[src/rtl/cond_flag_bank_pkg.sv]
`default_nettype none
// ============================================================================
//  Module      : cond_flag_bank_pkg
//  Description : Shared definitions for the condition flag bank and the
//                condition evaluator: the 16 condition codes, the flag bit
//                positions inside a {N,Z,C,V} nibble, and the masked-merge
//                helper used by both the bank write path and the bypass path.
//  Revision    : 1.0 - initial multi-bank release
// ============================================================================
package cond_flag_bank_pkg;

    // Condition codes; EQUAL/LESS/GREATER keep their historical names.
    typedef enum logic [3:0] {
        EQUAL       = 4'd0,
        NOT_EQUAL   = 4'd1,
        CARRY_SET   = 4'd2,
        CARRY_CLR   = 4'd3,
        NEGATIVE    = 4'd4,
        POSITIVE    = 4'd5,
        OVERFLOW    = 4'd6,
        NO_OVERFLOW = 4'd7,
        HIGHER      = 4'd8,
        LOWER_SAME  = 4'd9,
        GREATER_EQ  = 4'd10,
        LESS        = 4'd11,
        GREATER     = 4'd12,
        LESS_EQ     = 4'd13,
        ALWAYS      = 4'd14,
        NEVER       = 4'd15
    } cond_e;

    // Bit positions inside a {N,Z,C,V} flag nibble.
    localparam int FLAG_N = 3;
    localparam int FLAG_Z = 2;
    localparam int FLAG_C = 1;
    localparam int FLAG_V = 0;

    // Flags selected by mask take the new value, the rest keep the stored one.
    function automatic logic [3:0] merge_flags(input logic [3:0] stored,
                                               input logic [3:0] new_flags,
                                               input logic [3:0] mask);
        return (stored & ~mask) | (new_flags & mask);
    endfunction

endpackage
`default_nettype wire

[src/rtl/cond_flag_bank_eval.sv]
`default_nettype none
// ============================================================================
//  Module      : cond_eval
//  Description : Purely combinational evaluation of a 4-bit condition code
//                against a {N,Z,C,V} flag nibble. Shared with the branch unit.
//  Ports       : cond   [3:0] in  - condition code (cond_e encoding)
//                flags  [3:0] in  - {N,Z,C,V}
//                result       out - condition outcome
//  Revision    : 1.0 - initial release
// ============================================================================
module cond_eval
    import cond_flag_bank_pkg::*;
(
    input  logic [3:0] cond,
    input  logic [3:0] flags,
    output logic       result
);

    logic w_n;
    logic w_z;
    logic w_c;
    logic w_v;

    assign w_n = flags[FLAG_N];
    assign w_z = flags[FLAG_Z];
    assign w_c = flags[FLAG_C];
    assign w_v = flags[FLAG_V];

    always_comb begin
        result = 1'b0;
        case (cond_e'(cond))
            EQUAL:       result = w_z;
            NOT_EQUAL:   result = ~w_z;
            CARRY_SET:   result = w_c;
            CARRY_CLR:   result = ~w_c;
            NEGATIVE:    result = w_n;
            POSITIVE:    result = ~w_n;
            OVERFLOW:    result = w_v;
            NO_OVERFLOW: result = ~w_v;
            HIGHER:      result = w_c & ~w_z;
            LOWER_SAME:  result = ~w_c | w_z;
            GREATER_EQ:  result = (w_n == w_v);
            LESS:        result = (w_n != w_v);
            GREATER:     result = ~w_z & (w_n == w_v);
            LESS_EQ:     result = w_z | (w_n != w_v);
            ALWAYS:      result = 1'b1;
            NEVER:       result = 1'b0;
            default:     result = 1'b0;
        endcase
    end

endmodule
`default_nettype wire

[src/rtl/cond_flag_bank.sv]
`default_nettype none
// ============================================================================
//  Module      : cond_flag_bank
//  Description : NUM_BANKS independent {N,Z,C,V} flag sets with a single
//                masked write port and a single evaluate port producing a
//                registered condition result (1-cycle latency, 1/cycle).
//  Ports       : clk, rst_n (async, active low)
//                wr_en, wr_bank[BANK_W], wr_mask[4], n, z, c, v  - write port
//                rd_en, rd_bank[BANK_W], cond[4]                  - evaluate
//                out, out_valid, flags_out[4]                     - results
//  Options     : FLAG_BYPASS_EN - same-cycle write to the evaluated bank is
//                forwarded into the evaluation.
//  Revision    : 1.0 - initial multi-bank release
// ============================================================================
module cond_flag_bank
    import cond_flag_bank_pkg::*;
#(
    parameter  int NUM_BANKS = 4,
    localparam int BANK_W    = (NUM_BANKS > 1) ? $clog2(NUM_BANKS) : 1
) (
    input  logic              clk,
    input  logic              rst_n,
    input  logic              wr_en,
    input  logic [BANK_W-1:0] wr_bank,
    input  logic [3:0]        wr_mask,
    input  logic              n,
    input  logic              z,
    input  logic              c,
    input  logic              v,
    input  logic              rd_en,
    input  logic [BANK_W-1:0] rd_bank,
    input  logic [3:0]        cond,
    output logic              out,
    output logic              out_valid,
    output logic [3:0]        flags_out
);

    logic [3:0] r_bank [NUM_BANKS];
    logic       r_out;
    logic       r_out_valid;
    logic [3:0] r_flags_out;

    logic [3:0] w_wr_flags;
    logic [3:0] w_stored;
    logic       w_rd_hit;
    logic [3:0] w_src;
    logic       w_eval;

    assign w_wr_flags = {n, z, c, v};

    // An out-of-range wr_bank matches no bank, so the write simply drops.
    always_ff @(posedge clk or negedge rst_n) begin
        if (!rst_n) begin
            for (int i = 0; i < NUM_BANKS; i++) begin
                r_bank[i] <= 4'b0000;
            end
        end else if (wr_en) begin
            for (int i = 0; i < NUM_BANKS; i++) begin
                if (wr_bank == BANK_W'(i)) begin
                    r_bank[i] <= merge_flags(r_bank[i], w_wr_flags, wr_mask);
                end
            end
        end
    end

    // Read mux; w_rd_hit stays low when rd_bank addresses no real bank.
    always_comb begin
        w_stored = 4'b0000;
        w_rd_hit = 1'b0;
        for (int i = 0; i < NUM_BANKS; i++) begin
            if (rd_bank == BANK_W'(i)) begin
                w_stored = r_bank[i];
                w_rd_hit = 1'b1;
            end
        end
    end

`ifdef FLAG_BYPASS_EN
    // Forward this edge's write so the evaluation sees the post-write flags.
    always_comb begin
        w_src = w_stored;
        if (wr_en && w_rd_hit && (wr_bank == rd_bank)) begin
            w_src = merge_flags(w_stored, w_wr_flags, wr_mask);
        end
    end
`else
    assign w_src = w_stored;
`endif

    cond_eval u_cond_eval (
        .cond   (cond),
        .flags  (w_src),
        .result (w_eval)
    );

    always_ff @(posedge clk or negedge rst_n) begin
        if (!rst_n) begin
            r_out       <= 1'b0;
            r_out_valid <= 1'b0;
            r_flags_out <= 4'b0000;
        end else if (rd_en) begin
            r_out       <= w_rd_hit & w_eval;
            r_flags_out <= w_rd_hit ? w_src : 4'b0000;
            r_out_valid <= 1'b1;
        end else begin
            r_out_valid <= 1'b0;
        end
    end

    assign out       = r_out;
    assign out_valid = r_out_valid;
    assign flags_out = r_flags_out;

endmodule
`default_nettype wire

[config.mk]
export PLATFORM = sky130hd
export DESIGN_NAME = cond_flag_bank
export DESIGN_NICKNAME = d
export VERILOG_FILES = /design/src/rtl/cond_flag_bank_pkg.sv /design/src/rtl/cond_flag_bank_eval.sv /design/src/rtl/cond_flag_bank.sv
export SDC_FILE = /design/constraint.sdc
export NUM_CORES = 1
export LEC_CHECK = 0
export CAP_MARGIN = 10
export CORE_ASPECT_RATIO = 1.1
export CORE_MARGIN = 5
export CORE_UTILIZATION = 55
export CTS_BUF_LIST = sky130_fd_sc_hd__clkbuf_8
export CTS_CLUSTER_DIAMETER = 30
export CTS_CLUSTER_SIZE = 10
export DETAILED_ROUTE_END_ITERATION = 16
export PLACE_DENSITY = 0.84
export SLEW_MARGIN = 20
export SYNTH_ARGS = -nofsm -noshare
export SYNTH_HDL_FRONTEND = slang
export SYNTH_HIERARCHICAL = 1
export SYNTH_SLANG_ARGS = --single-unit
[constraint.sdc]
create_clock -name clk -period 4.19 [get_ports clk]
set_clock_uncertainty 0.15 [all_clocks]
set_input_delay 0.6285 -clock clk [delete_from_list [all_inputs] [get_ports clk]]
set_output_delay 0.6285 -clock clk [all_outputs]
set_load 0.005 [all_outputs]
==> qor.yml, run 1 <==
outcome: "completed"
fp.dieW_um: 55.9
tritoncts: "yes"
synth.yosys.seq_area_share: 0.432
synth_async_sr_flop_share: 1.00
critical-path-max-stage-delay_ns: 0.74
avgSynthCellArea_um2: 12.1
grt.total_usage: 0.177
timing.critical_path.cells: "clkdlybuf4s50_1 > mux2i_1 > mux2i_1 > nor2_1 > a211oi_1 > a2111oi_1 > a311oi_1 > o22ai_1 > mux2_2"
slew_viol_final: 0
detail_route.drc_violations: 0
path_clk_slew_ns: 0.08
dominant_cell_type_by_area_after_synthesis: "sky130_fd_sc_hd__dfrtp_1"
antennaDiodeCount: 0
io_pins: 26
die_height_um: 60.5
postLayoutSetupSlackWorst_ns: 1.25
critical_path.endpoint_type: "flop"
vdd_ir_drop_max_uv: 295
layout_commonest_cell: "sky130_fd_sc_hd__clkdlybuf4s50_1"
syn_inst: 105
place_ws_ns: 0.983
worst_path_dominant_cell_family: "multiplexers"
utilization: 0.693
hold_buffers: 0
maxCapViolCount: 0
num-fill-cells: 167
worstPathRequired_ns: 4.20
cts_resized: 0
synthTopCellsByArea: "sky130_fd_sc_hd__dfrtp_1 (43%), sky130_fd_sc_hd__mux2_1 (14%), sky130_fd_sc_hd__mux2i_1 (10%), sky130_fd_sc_hd__nand4b_1 (5.5%), sky130_fd_sc_hd__and4bb_1 (3.9%)"
route.detailed.vias_per_inst: 6.01
tritonroute_pass_1_iters: 4
number_of_global_route_vias_before_repair: 951
postSynthRegisterBits: 22
setup_repair_after_global_routing_missed_its_margin: "false"
final_layout_size_suffix_gt1_frac: 0.0397
floorplan_core_area_um2: 2230
crit_slowest_cell: "sky130_fd_sc_hd__clkdlybuf4s50_1"
floorplan.initialDensity: 0.572
grt_max_degree: 23
clock_period_minus_final_worst_setup_slack_ns: 2.94
crit_fanout: 8
syn-cell-area_um2: 1270
yosys_most_used_dff: "sky130_fd_sc_hd__dfrtp_1"
power_per_cell_area_nw_per_um2: 381
clock_insertion_delay_worst_skew_ns: 0.26
timing.critical_path.mode_cell: "sky130_fd_sc_hd__mux2i_1"
worst_path_bufs_invs: 1
numPlacedInstances: 153
crit_path_start_kind: "primary input"
slew_hr: 0.662
finalSetupViolations: 0
cts_sinks: 22
final_min_period_over_clock_period: 0.701
total_leakage_power_nw: 0.636
cts_buffer_depth: 2
antenna_violating_nets_post_route: 0
synth_enable_flop_cells: 0
finish.cell_count_without_fillers: 156
worst_setup_path_type: "primary input to flop"
post_detailed_placement_half_perimeter_wirelength_um: 1940
die_area_um2: 3380
post-synth-top-area-fraction: 0.432
cp_num_cells: 9
ctsHtreeMaxLevel: 1
final_hold_viol_count: 0
cell_depth_of_the_worst_flop_to_flop_path: 8
place.port_buffers: 25
wire_length_of_the_first_global_routing_pass_um: 4500
clockRootBuffer: "sky130_fd_sc_hd__clkbuf_8"
placement_rows: 18
number_of_antenna_violations_at_the_first_check_in_global_routing: 0
post_drt_wl_per_cell_um: 17.2
routabilityCongestion: 0.853
final_cell_mix: "sky130_fd_sc_hd__clkdlybuf4s50_1 (24), sky130_fd_sc_hd__dfrtp_1 (22), sky130_fd_sc_hd__mux2_1 (16)"
postCtsSetupRepairBufs: 0
numCtsBuffers: 3
setup_tns_ns: 0
tightest_slew_ns: 0.505
postSynthNetCount: 125
synthesis_to_finish_area_growth_pct: 21.2
final_net_count: 148
cp.arrival_ns: 2.94
netlist-cell-type-count: 28
hold_class: "primary input to async pin"
drt_iter0_markers: 21
fmax_mhz: 340
grt_remaining_overflow: 0
wl_um: 2680
routed-via-count: 937
synth.yosys.warnings: 6
[cells by family after synthesis]
logic type / share of synthesized area
mux: 0.252
simple gates: 0.168
flops: 0.432
compound gates: 0.0756
buf+inv: 0.0451
xor+xnor: 0.0275
[layer usage]
| layer | routed length (um) | part of all wire | vias up | GRT usage |
|---|---|---|---|---|
| li1 | - | - | 445 | - |
| met1 | 1170 | 0.44 | 452 | 0.199 |
| met2 | 1250 | 0.47 | 31 | 0.291 |
| met3 | 174 | 0.065 | 9 | 0.0617 |
| met4 | 86 | 0.032 | 0 | 0.115 |
| met5 | 0 | 0 | - | 0 |
[final cells by class]
class	count	area, um^2	share of cell area
flip-flops and latches	22	551	0.356
repair buffers	25	245	0.159
multi-input cells	75	667	0.432
well taps	30	37.5	0.0243
clock buffers	3	41.3	0.0267
inverters	1	3.75	0.00243
[worst paths after layout]
check,start,end,slack [ns]
min in group clk,flop,flop,0.34
worst max-delay path,rd_bank[0],out,1.25
worst min-delay path,rst_n,async pin,0.17
max in group asynchronous,rst_n,flags_out[2],3.39
worst min register to register,flop,flop,0.34
worst max register to register,flop,out,2.05
[synthesized netlist by cell type (all sizes together) (2+ instances only)]
cell type	instances
nand4	4
mux2	17
o221ai	4
mux2i	13
and4bb	4
nand4b	8
buf	5
dfrtp	22
nor2	2
a21oi	3
xor2	3
clkbuf	2
nand2b	6
[power by group]
part	leakage (nW)	total, mW	switching (mW)	internal, mW
registers	0.266	0.284	0.0263	0.258
logic	0.348	0.173	0.0785	0.0948
clock network	0.0216	0.132	0.0672	0.0643
[stage by stage]
step / hold slack, ns / power [mW] / cell area, um^2
final: 0.167 / 0.589 / 1550
after global routing: 0.202 / 0.629 / 1550
after CTS: 0.348 / 0.594 / 1550
after detailed placement: 0.331 / 0.462 / 1510
after global placement: 0.324 / 0.452 / 1510
after floorplan: 0.183 / 0.388 / 1270
No activity file was read; power rests on OpenSTA's default activity.
==> inputs of run 2 (changes only) <==
Settings changed: CORE_UTILIZATION 55 to 47, PLACE_DENSITY 0.84 to 0.76.
Clock period 4.19 ns to 2.4 ns, I/O delays scaled along.
==> run 2 against run 1 <==
Count of clock-buffer cells in the layout did not move. Sequential share of layout area is 3.7 points lower. Clock power grew to 2.6 times the previous value. Register-to-register slack lost 1.8 ns. Highest routed layer unchanged. Setup slack got worse by 1.2 ns. Largest cell class unchanged. Total power up 110%. Hold slack improved by 0.12 ns. Sequential power grew 77%.
==> qor.yml, run 2 (synthesis gave the netlist of run 1 again) <==
outcome: "completed"  # unchanged
wl_um: 2820  # was 2680 um
routed-via-count: 998  # was 937
wire_length_of_the_first_global_routing_pass_um: 4820  # was 4500 um
numCtsBuffers: 3  # unchanged
final_cell_mix: "sky130_fd_sc_hd__clkdlybuf4s50_1 (23), sky130_fd_sc_hd__dfrtp_1 (22), sky130_fd_sc_hd__mux2_1 (16)"  # was sky130_fd_sc_hd__clkdlybuf4s50_1 (24), sky130_fd_sc_hd__dfrtp_1 (22), sky130_fd_sc_hd__mux2_1 (16)
post_dp_cell_area_um2: 1580  # was 1510 um^2
total_leakage_power_nw: 0.703  # was 0.636 nW
slew_hr: 0.669  # was 0.662
detail_route.drc_violations: 0  # unchanged
grt.total_usage: 0.162  # was 0.177
power.share.clock: 0.275  # was 0.223
tightest_slew_ns: 0.494  # was 0.505 ns
post_drt_wl_per_cell_um: 16.6  # was 17.2 um
final_min_period_over_clock_period: 0.974
power_switching_share: 0.272  # was 0.292
net-switching-power_mw: 0.341  # was 0.172 mW
worst_setup_path_type: "primary input to flop"  # unchanged
die_area_um2: 3860  # was 3380 um^2
tritoncts: "yes"  # unchanged
reg_power_frac: 0.401  # was 0.483
layout_commonest_cell: "sky130_fd_sc_hd__clkdlybuf4s50_1"  # unchanged
ctsHtreeMaxLevel: 1  # unchanged
route.detailed.vias_per_inst: 5.87  # was 6.01
drt_iter0_markers: 41  # was 21
vdd_ir_drop_max_uv: 568  # was 295 uV
postLayoutSetupSlackWorst_ns: 0.0612  # was 1.25 ns
crit_fanout: 8  # unchanged
reg2reg_setup_slack_ns: 0.22  # was 2.05 ns
num-fill-cells: 188  # was 167
place.port_buffers: 25  # unchanged
clockRootBuffer: "sky130_fd_sc_hd__clkbuf_8"  # unchanged
fmax_mhz: 428
slew_viol_final: 0  # unchanged
worstPathRequired_ns: 2.40  # was 4.20 ns
cts_buffer_depth: 2  # unchanged
final_cell_area_um2: 1730  # was 1550 um^2
grt_remaining_overflow: 0  # unchanged
report.power.total_mw: 1.25  # was 0.589 mW
place_ws_ns: -0.403  # was 0.983 ns
setup_repair_after_global_routing_missed_its_margin: "false"  # unchanged
utilization: 0.678  # was 0.693
cts_sinks: 22  # unchanged
combined_area_of_the_multi_input_logic_cells_um2: 711  # was 667 um^2
number_of_global_route_vias_before_repair: 1073  # was 951
post_detailed_placement_half_perimeter_wirelength_um: 2020  # was 1940 um
floorplan_core_area_um2: 2540  # was 2230 um^2
hold_class: "primary input to async pin"  # unchanged
number_of_antenna_violations_at_the_first_check_in_global_routing: 0  # unchanged
final_hold_viol_count: 0  # unchanged
die_height_um: 64.6  # was 60.5 um
cellInternalPower_mw: 0.913  # was 0.417 mW
placement_rows: 19  # was 18
routabilityCongestion: 0.880  # was 0.853
clock_period_minus_final_worst_setup_slack_ns: 2.34
power_per_cell_area_nw_per_um2: 727  # was 381 nW/um^2
register_area_um2: 551  # unchanged
comb_power_share: 0.324  # was 0.294
final_layout_size_suffix_gt1_frac: 0.187  # was 0.0397
finalSetupViolations: 0  # unchanged
clock_insertion_delay_worst_skew_ns: 0.26  # about the same
antenna_violating_nets_post_route: 0  # unchanged
crit_path_start_kind: "primary input"  # unchanged
path_clk_slew_ns: 0.08  # about the same
critical_path.endpoint_type: "flop"  # unchanged
finish.cell_count_without_fillers: 170  # was 156
antennaDiodeCount: 0  # unchanged
numPlacedInstances: 162  # was 153
io_pins: 26  # unchanged
final_net_count: 160  # was 148
fp.dieW_um: 59.7  # was 55.9 um
tritonroute_pass_1_iters: 4  # unchanged
cp.arrival_ns: 2.34  # was 2.94 ns
maxCapViolCount: 0  # unchanged
synthesis_to_finish_area_growth_pct: 35.3  # was 21.2%
grt_max_degree: 23  # unchanged
floorplan.initialDensity: 0.501  # was 0.572
run 2: cell count changes in the layout (fill, tap and decap cells not counted):
cell                              previous run  this run
sky130_fd_sc_hd__mux2i_1                    13         5
sky130_fd_sc_hd__mux2i_4                     0         1
sky130_fd_sc_hd__a211oi_2                    0         1
sky130_fd_sc_hd__bufinv_16                   0         1
sky130_fd_sc_hd__buf_2                       1         0
sky130_fd_sc_hd__buf_12                      0         1
sky130_fd_sc_hd__a211oi_1                    1         0
sky130_fd_sc_hd__clkdlybuf4s50_1            24        23
sky130_fd_sc_hd__mux2i_2                     0         7
sky130_fd_sc_hd__dlygate4sd2_1               0         2
sky130_fd_sc_hd__buf_4                       0        11
run 2: path summary, 6_finish.rpt:
kind / from / endpoint / depth (start not counted)
setup reg to reg: flop / out / 8
setup / recovery: rd_bank[0] / out / 10
min in group clk: flop / flop / 1
hold reg to reg: flop / flop / 1
max in group asynchronous: rst_n / flags_out[2] / 2
hold / removal: rst_n / async pin / 2
run 2: power by group through the flow:
stage / Clock (mW) / Sequential, mW / Combinational (mW)
after CTS: 0.349 / 0.504 / 0.397
after floorplan: 0 / 0.489 / 0.187
after detailed placement: 0 / 0.501 / 0.352
after global routing: 0.367 / 0.514 / 0.441
final: 0.346 / 0.503 / 0.406
after global placement: 0 / 0.497 / 0.339
run 2: repair_timing:
item | 4_1_cts | 5_1_grt
gates resized for setup | 10 | 2
setup endpoints to repair | 1 | 1
setup buffers | 4 | 0
hold buffers | 0 | 0
endpoints found under the hold margin | 0 | 0
pin swaps | 3 | 1
run 2: stage by stage:
step                hold WS, ns  setup TNS (ns)
floorplan               -0.0856               0
global placement          0.323          -0.354
detailed placement        0.331          -0.403
CTS                       0.294               0
global route              0.332               0
finish                    0.284               0
run 2: area by class of cell:
cell class              count  area share
clock buffers               3      0.0239
clock inverters             1      0.0174
inverters                   1     0.00218
multi-input cells          75       0.412
flip-flops and latches     22       0.319
well taps                  31      0.0225
repair buffers             37       0.203
run 2: metal layers:
| metal | routed length, um | track usage |
|---|---|---|
| met1 | 1150 | 0.194 |
| met3 | 151 | 0.0357 |
| met4 | 38 | 0.0609 |
| met2 | 1480 | 0.280 |
| met5 | 0 | 0 |
run 2: critical path, cell delays in order:
cell                            delay (ns)
sky130_fd_sc_hd__dlygate4sd2_1        0.26
sky130_fd_sc_hd__buf_12               0.15
sky130_fd_sc_hd__mux2i_4              0.19
sky130_fd_sc_hd__mux2i_2              0.19
sky130_fd_sc_hd__xor2_1               0.23
sky130_fd_sc_hd__xor2_1               0.18
sky130_fd_sc_hd__a2111oi_1            0.10
sky130_fd_sc_hd__a311oi_1             0.30
sky130_fd_sc_hd__o22ai_1              0.10
sky130_fd_sc_hd__mux2_2               0.27
==> inputs of run 3 (changes only) <==
Settings changed: CAP_MARGIN 10 to 20.
==> results of run 3 <==
The final DEF is identical to that of run 2; final timing and power are the same.
==> RTL change 1, RTL diff (config.mk and constraints of run 3) <==
The option `FLAG_BYPASS_EN` is turned on by a define.
--- a/src/rtl/cond_flag_bank.sv
+++ b/src/rtl/cond_flag_bank.sv
@@ -14,2 +14,4 @@
 // ============================================================================
+`define FLAG_BYPASS_EN
+
 module cond_flag_bank
Check against the original RTL: not equivalent (a bounded check fails within 4 cycles, from zero or initial values and one cycle with rst_n low).
==> RTL change 1 against run 3 <==
  * The run now ends with negative setup slack left
  * Routed wire length rose by 14%
  * Synthesized area rose by 1.4%
  * Register-to-register slack got worse by 0.33 ns
  * Core utilization rose by 3.7 points
  * Hold slack improved by 0.0032 ns
  * Setup slack got worse by 0.19 ns
  * Design area rose by 12%
  * Sequential share of layout area fell by 3.4 points
  * Total power fell by 3.3%
  * Sequential cell count did not move
  * Largest power group is now combinational cells
  * Via count rose by 13%
  * Count of clock-buffer cells in the layout did not move
  * Cell count rose by 19%
==> RTL change 1: results (changes against run 3) <==
metric,value,unit,change
number of vias per cell,5.57,,-5.1%
DRT iter0 DRCs,47,,+15%
met3 usage,0.0219,,-0.0138
Crit Path Max Fanout,5,,-3
"Seq/Total Area, Yosys",0.426,,-0.00585
vias in the first global route,1168,,+8.9%
hold slack,0.287,ns,+0.00323 ns
CTS Buffer Depth,2,,unchanged
initial antenna violation count,0,,unchanged
# nets final,191,,+19%
Clock Latency Late Sink,0.26,ns,about the same
CTS H-tree lvls,1,,unchanged
metal3 WL,177,um,+17%
share of cells above drive strength 1,0.444,,+0.257
top post-synthesis cells by count,"24 x nand2_1, 22 x dfrtp_1, 17 x mux2_2",,
PortBufs,25,,unchanged
GRT Total Usage,0.173,,+0.0103
status,finished with violations,,
Inserted Diodes,0,,unchanged
Finish-stage setup viols,1,,+1
max_slew headroom,0.762,,+0.0930
drt first pass iters,4,,unchanged
failing checks,negative setup slack,,
Max Used Layer,met4,,
critical path arrival,2.54,ns,+0.20 ns
Synth warnings,6,,unchanged
final worst slack,-0.132,ns,-0.193 ns
Area contributors post-synth,"dfrtp_1 43%, mux2_2 15%, mux4_1 8.1%, nand2_1 7.0%, or4b_1 3.1%",,
ys flop type,dfrtp_1,,
routed len/inst,15.9,um,-4.0%
Metal-1 WL,1250,um,+9.4%
r2r setup slk,-0.11,ns,-0.33 ns
Hold Path Class,input port to asynchronous set/reset pin,,
fraction of registers with async set/reset,1.00,,unchanged
Cell variety after synth,30,,+7.1%
Peak VDD IR,0.468,mV,-18%
gpl congestion,0.897,,+2.0%
FF-to-FF path depth,9,,+1
met1 GRT Util,0.203,,+0.00902
Routed met2 length,1700,um,+15%
M2 GR Usage,0.316,,+0.0365
first-pass GRT wire length,5250,um,+9.0%
RR Endpoint,out,,
Leakage,0.832,nW,+18%
HPWL Detailed,2310,um,+14%
switching share of power,0.294,,+0.0219
syn_nets,134,,+7.2%
largest net degree at the start of global routing,23,,unchanged
fillcell total,199,,+5.9%
[RTL change 1: cell types whose count changed after synthesis, sizes merged, moves of 4 or more]
cell / run 3 / this run
a31oi: 0 / 4
and4bb: 4 / 0
mux2i: 13 / 1
mux4: 0 / 4
nand2: 1 / 24
nand2b: 6 / 1
nand4: 4 / 0
nand4b: 8 / 0
nor2: 2 / 6
o221ai: 4 / 0
o31ai: 0 / 4
or4b: 0 / 4
[RTL change 1: cells by family (layout without fill, tap and decap cells)]
| family | after synthesis | in the layout | share of synthesized area |
|---|---|---|---|
| buffers and inverters | 5 | 60 | 0.0290 |
| xor gates and xnor gates | 6 | 6 | 0.0552 |
| and+or+nand+nor | 42 | 42 | 0.163 |
| AOI/OAI and AO/OA | 17 | 17 | 0.0900 |
| DFF | 22 | 22 | 0.426 |
| muxes | 22 | 22 | 0.237 |
[RTL change 1: final cells by class]
type	count	area [um^2]	area share
Clock buffer	3	41.3	0.0214
Inverter	1	3.75	0.00194
Multi-Input combinational cell	87	817	0.423
Sequential cell	22	551	0.285
Tap cell	33	41.3	0.0214
Timing Repair Buffer	56	479	0.248
[RTL change 1: stage by stage]
step / utilization / TNS [ns] / worst slack, ns / cell area (um^2) / cells
global route: 0.715 / -0.243 / -0.243 / 1930 / 202
floorplan: - / -0.0974 / -0.0974 / 1360 / 114
global placement: 0.662 / -0.696 / -0.696 / 1790 / 192
detailed placement: 0.662 / -0.765 / -0.765 / 1790 / 192
finish: 0.715 / -0.132 / -0.132 / 1930 / 202
CTS: 0.697 / -0.0944 / -0.0944 / 1880 / 199
[RTL change 1: worst max-delay path by stage]
stage | from | end | slack, ns | cells after the start
floorplan | rd_bank[0] | out | -0.1 | 10
CTS | rd_bank[0] | out | -0.09 | 11
finish | wr_mask[3] | out | -0.13 | 10
global placement | rd_bank[0] | out | -0.70 | 11
global route | flip-flop | out | -0.24 | 9
detailed placement | rd_bank[0] | out | -0.77 | 11
[RTL change 1: power groups by stage]
| stage | combinational [mW] | clock (mW) | sequential [mW] |
|---|---|---|---|
| floorplan | 0.243 | 0 | 0.484 |
| global placement | 0.420 | 0 | 0.490 |
| detailed placement | 0.434 | 0 | 0.495 |
| CTS | 0.457 | 0.233 | 0.489 |
| global route | 0.536 | 0.253 | 0.502 |
| finish | 0.496 | 0.228 | 0.489 |
[RTL change 1: repair_timing]
action / in CTS / in global routing
gates cloned: 0 / 0
pin swaps: 10 / 13
setup buffers: 4 / 4
resized for setup: 30 / 11
setup endpoints to repair: 1 / 1
[RTL change 1: critical path: stages]
cell and delay, ns:
dlygate4sd2_1 0.28, nand2_1 0.10, or4b_4 0.55, nand2_4 0.11
xor2_4 0.17, xor2_1 0.20, a2111oi_2 0.09, a311oi_1 0.27
o22ai_1 0.14, mux2_4 0.27
==> RTL change 2, RTL diff (flow settings as in run 3) <==
Without the edit above. Make the reset (`rst_n`) synchronous in 2 clocked blocks. Comments in the files are not updated.
--- a/src/rtl/cond_flag_bank.sv
+++ b/src/rtl/cond_flag_bank.sv
@@ -51,3 +51,3 @@
     // An out-of-range wr_bank matches no bank, so the write simply drops.
-    always_ff @(posedge clk or negedge rst_n) begin
+    always_ff @(posedge clk) begin
         if (!rst_n) begin
@@ -95,3 +95,3 @@
 
-    always_ff @(posedge clk or negedge rst_n) begin
+    always_ff @(posedge clk) begin
         if (!rst_n) begin
Behaviour: differs if rst_n is asserted again (counterexample within 4 cycles, from zero or initial values and one cycle with rst_n low); with rst_n held inactive, the same outputs for 10 cycles.
==> RTL change 2 against run 3 <==
  * Sequential cell count stayed put
  * Routed wire length is 21% higher
  * Count of clock-buffer cells in the layout stayed put
  * Setup slack better by 0.029 ns
  * Critical path depth is 2 higher
  * Synthesized area is 1.4% lower
  * Hold slack better by 0.078 ns
  * Global-route usage is 2.8 points higher
  * Total power is 28% lower
  * Design area is 7.0% higher
  * Combinational power is 43% lower
  * Sequential power is 11% lower
  * Critical path type unchanged
==> RTL change 2: results (changes against run 3) <==
metric,value,unit,change
metal3 WL,156,um,+3.3%
crit share post-route,0.963,,-0.0120
critical path arrival,2.36,ns,+0.02 ns
syn_nets,140,,+12%
r2r setup slk,0.27,ns,+0.05 ns
Max stage delay on crit path,0.38,ns,+0.08 ns
CP max-delay cell,a2111oi_2,,
setup bufs post-CTS,5,,+1
Synth Area in Compound Gates,0.156,,+0.0807
gpl congestion,0.868,,-1.3%
Leakage,0.657,nW,-6.6%
Syn Inst Count,120,,+14%
sw power,230,uW,-32%
DRT iter0 DRCs,73,,+78%
first-pass GRT wire length,5440,um,+13%
status,"finished, final reports clean",,
dpl ws,-0.499,ns,-0.0956 ns
Sequential Power,447,uW,-11%
WL final,3410,um,+21%
Area contributors post-synth,"edfxtp_1 38%, mux2i_1 11%, dfxtp_1 9.6%, nand2b_1 9.0%, a21oi_1 7.6%",,
Crit Path Max Fanout,5,,-3
post_cts resized,18,,+8
routed len/inst,17.5,um,+5.3%
vias in the first global route,1185,,+10%
HPWL Detailed,2490,um,+23%
Routed met2 length,1920,um,+29%
GRT Total Usage,0.191,,+0.0283
share of cells above drive strength 1,0.232,,+0.0447
top post-synthesis cells by count,"19 x a21oi_1, 18 x nand2b_1, 16 x edfxtp_1",,
Comb pwr share,0.255,,-0.069
Synth Area in XOR/XNOR,0.0279,,+0.000383
fraction of registers with async set/reset,0,,-1.00
slew at the pin closest to its max-slew limit,0.503,ns,+0.00846 ns
mux contribution to synthesized area,0.111,,-0.141
Power Density,489,nW/um^2,-33%
fillcell total,170,,-9.6%
"Seq/Total Area, Yosys",0.478,,+0.0458
Peak VDD IR,0.458,mV,-19%
-- RTL change 2: layout make-up --
type                       instances  area [um^2]  share of cell area
timing repair buffer              45          418               0.226
sequential                        22          601               0.325
clock inverter                     1         3.75             0.00203
tap                               31         38.8              0.0210
inverter                           2         7.51             0.00407
clock buffer                       3         41.3              0.0224
multi-input combinational         91          736               0.399
-- RTL change 2: path summary, 6_finish.rpt --
check,from,cells after the start,end
hold reg to reg,flags_out[1],2,flags_out[1]
setup / recovery,rd_bank[0],12,out
hold / removal,flags_out[1],2,flags_out[1]
setup reg to reg,r_bank[1][3],9,out
-- RTL change 2: per-layer routing --
metal | up-vias | global-route usage
met5 | - | 0
met4 | 0 | 0.0510
met3 | 6 | 0.0362
met2 | 28 | 0.391
met1 | 534 | 0.182
li1 | 539 | -
-- RTL change 2: worst min-delay path: cells and delay by family (launching register included) --
family           cells  cell delay [ns]
AO/OA/AOI/OAI        1             0.07
flip-flops           1             0.33
AND/OR/NAND/NOR      1             0.08
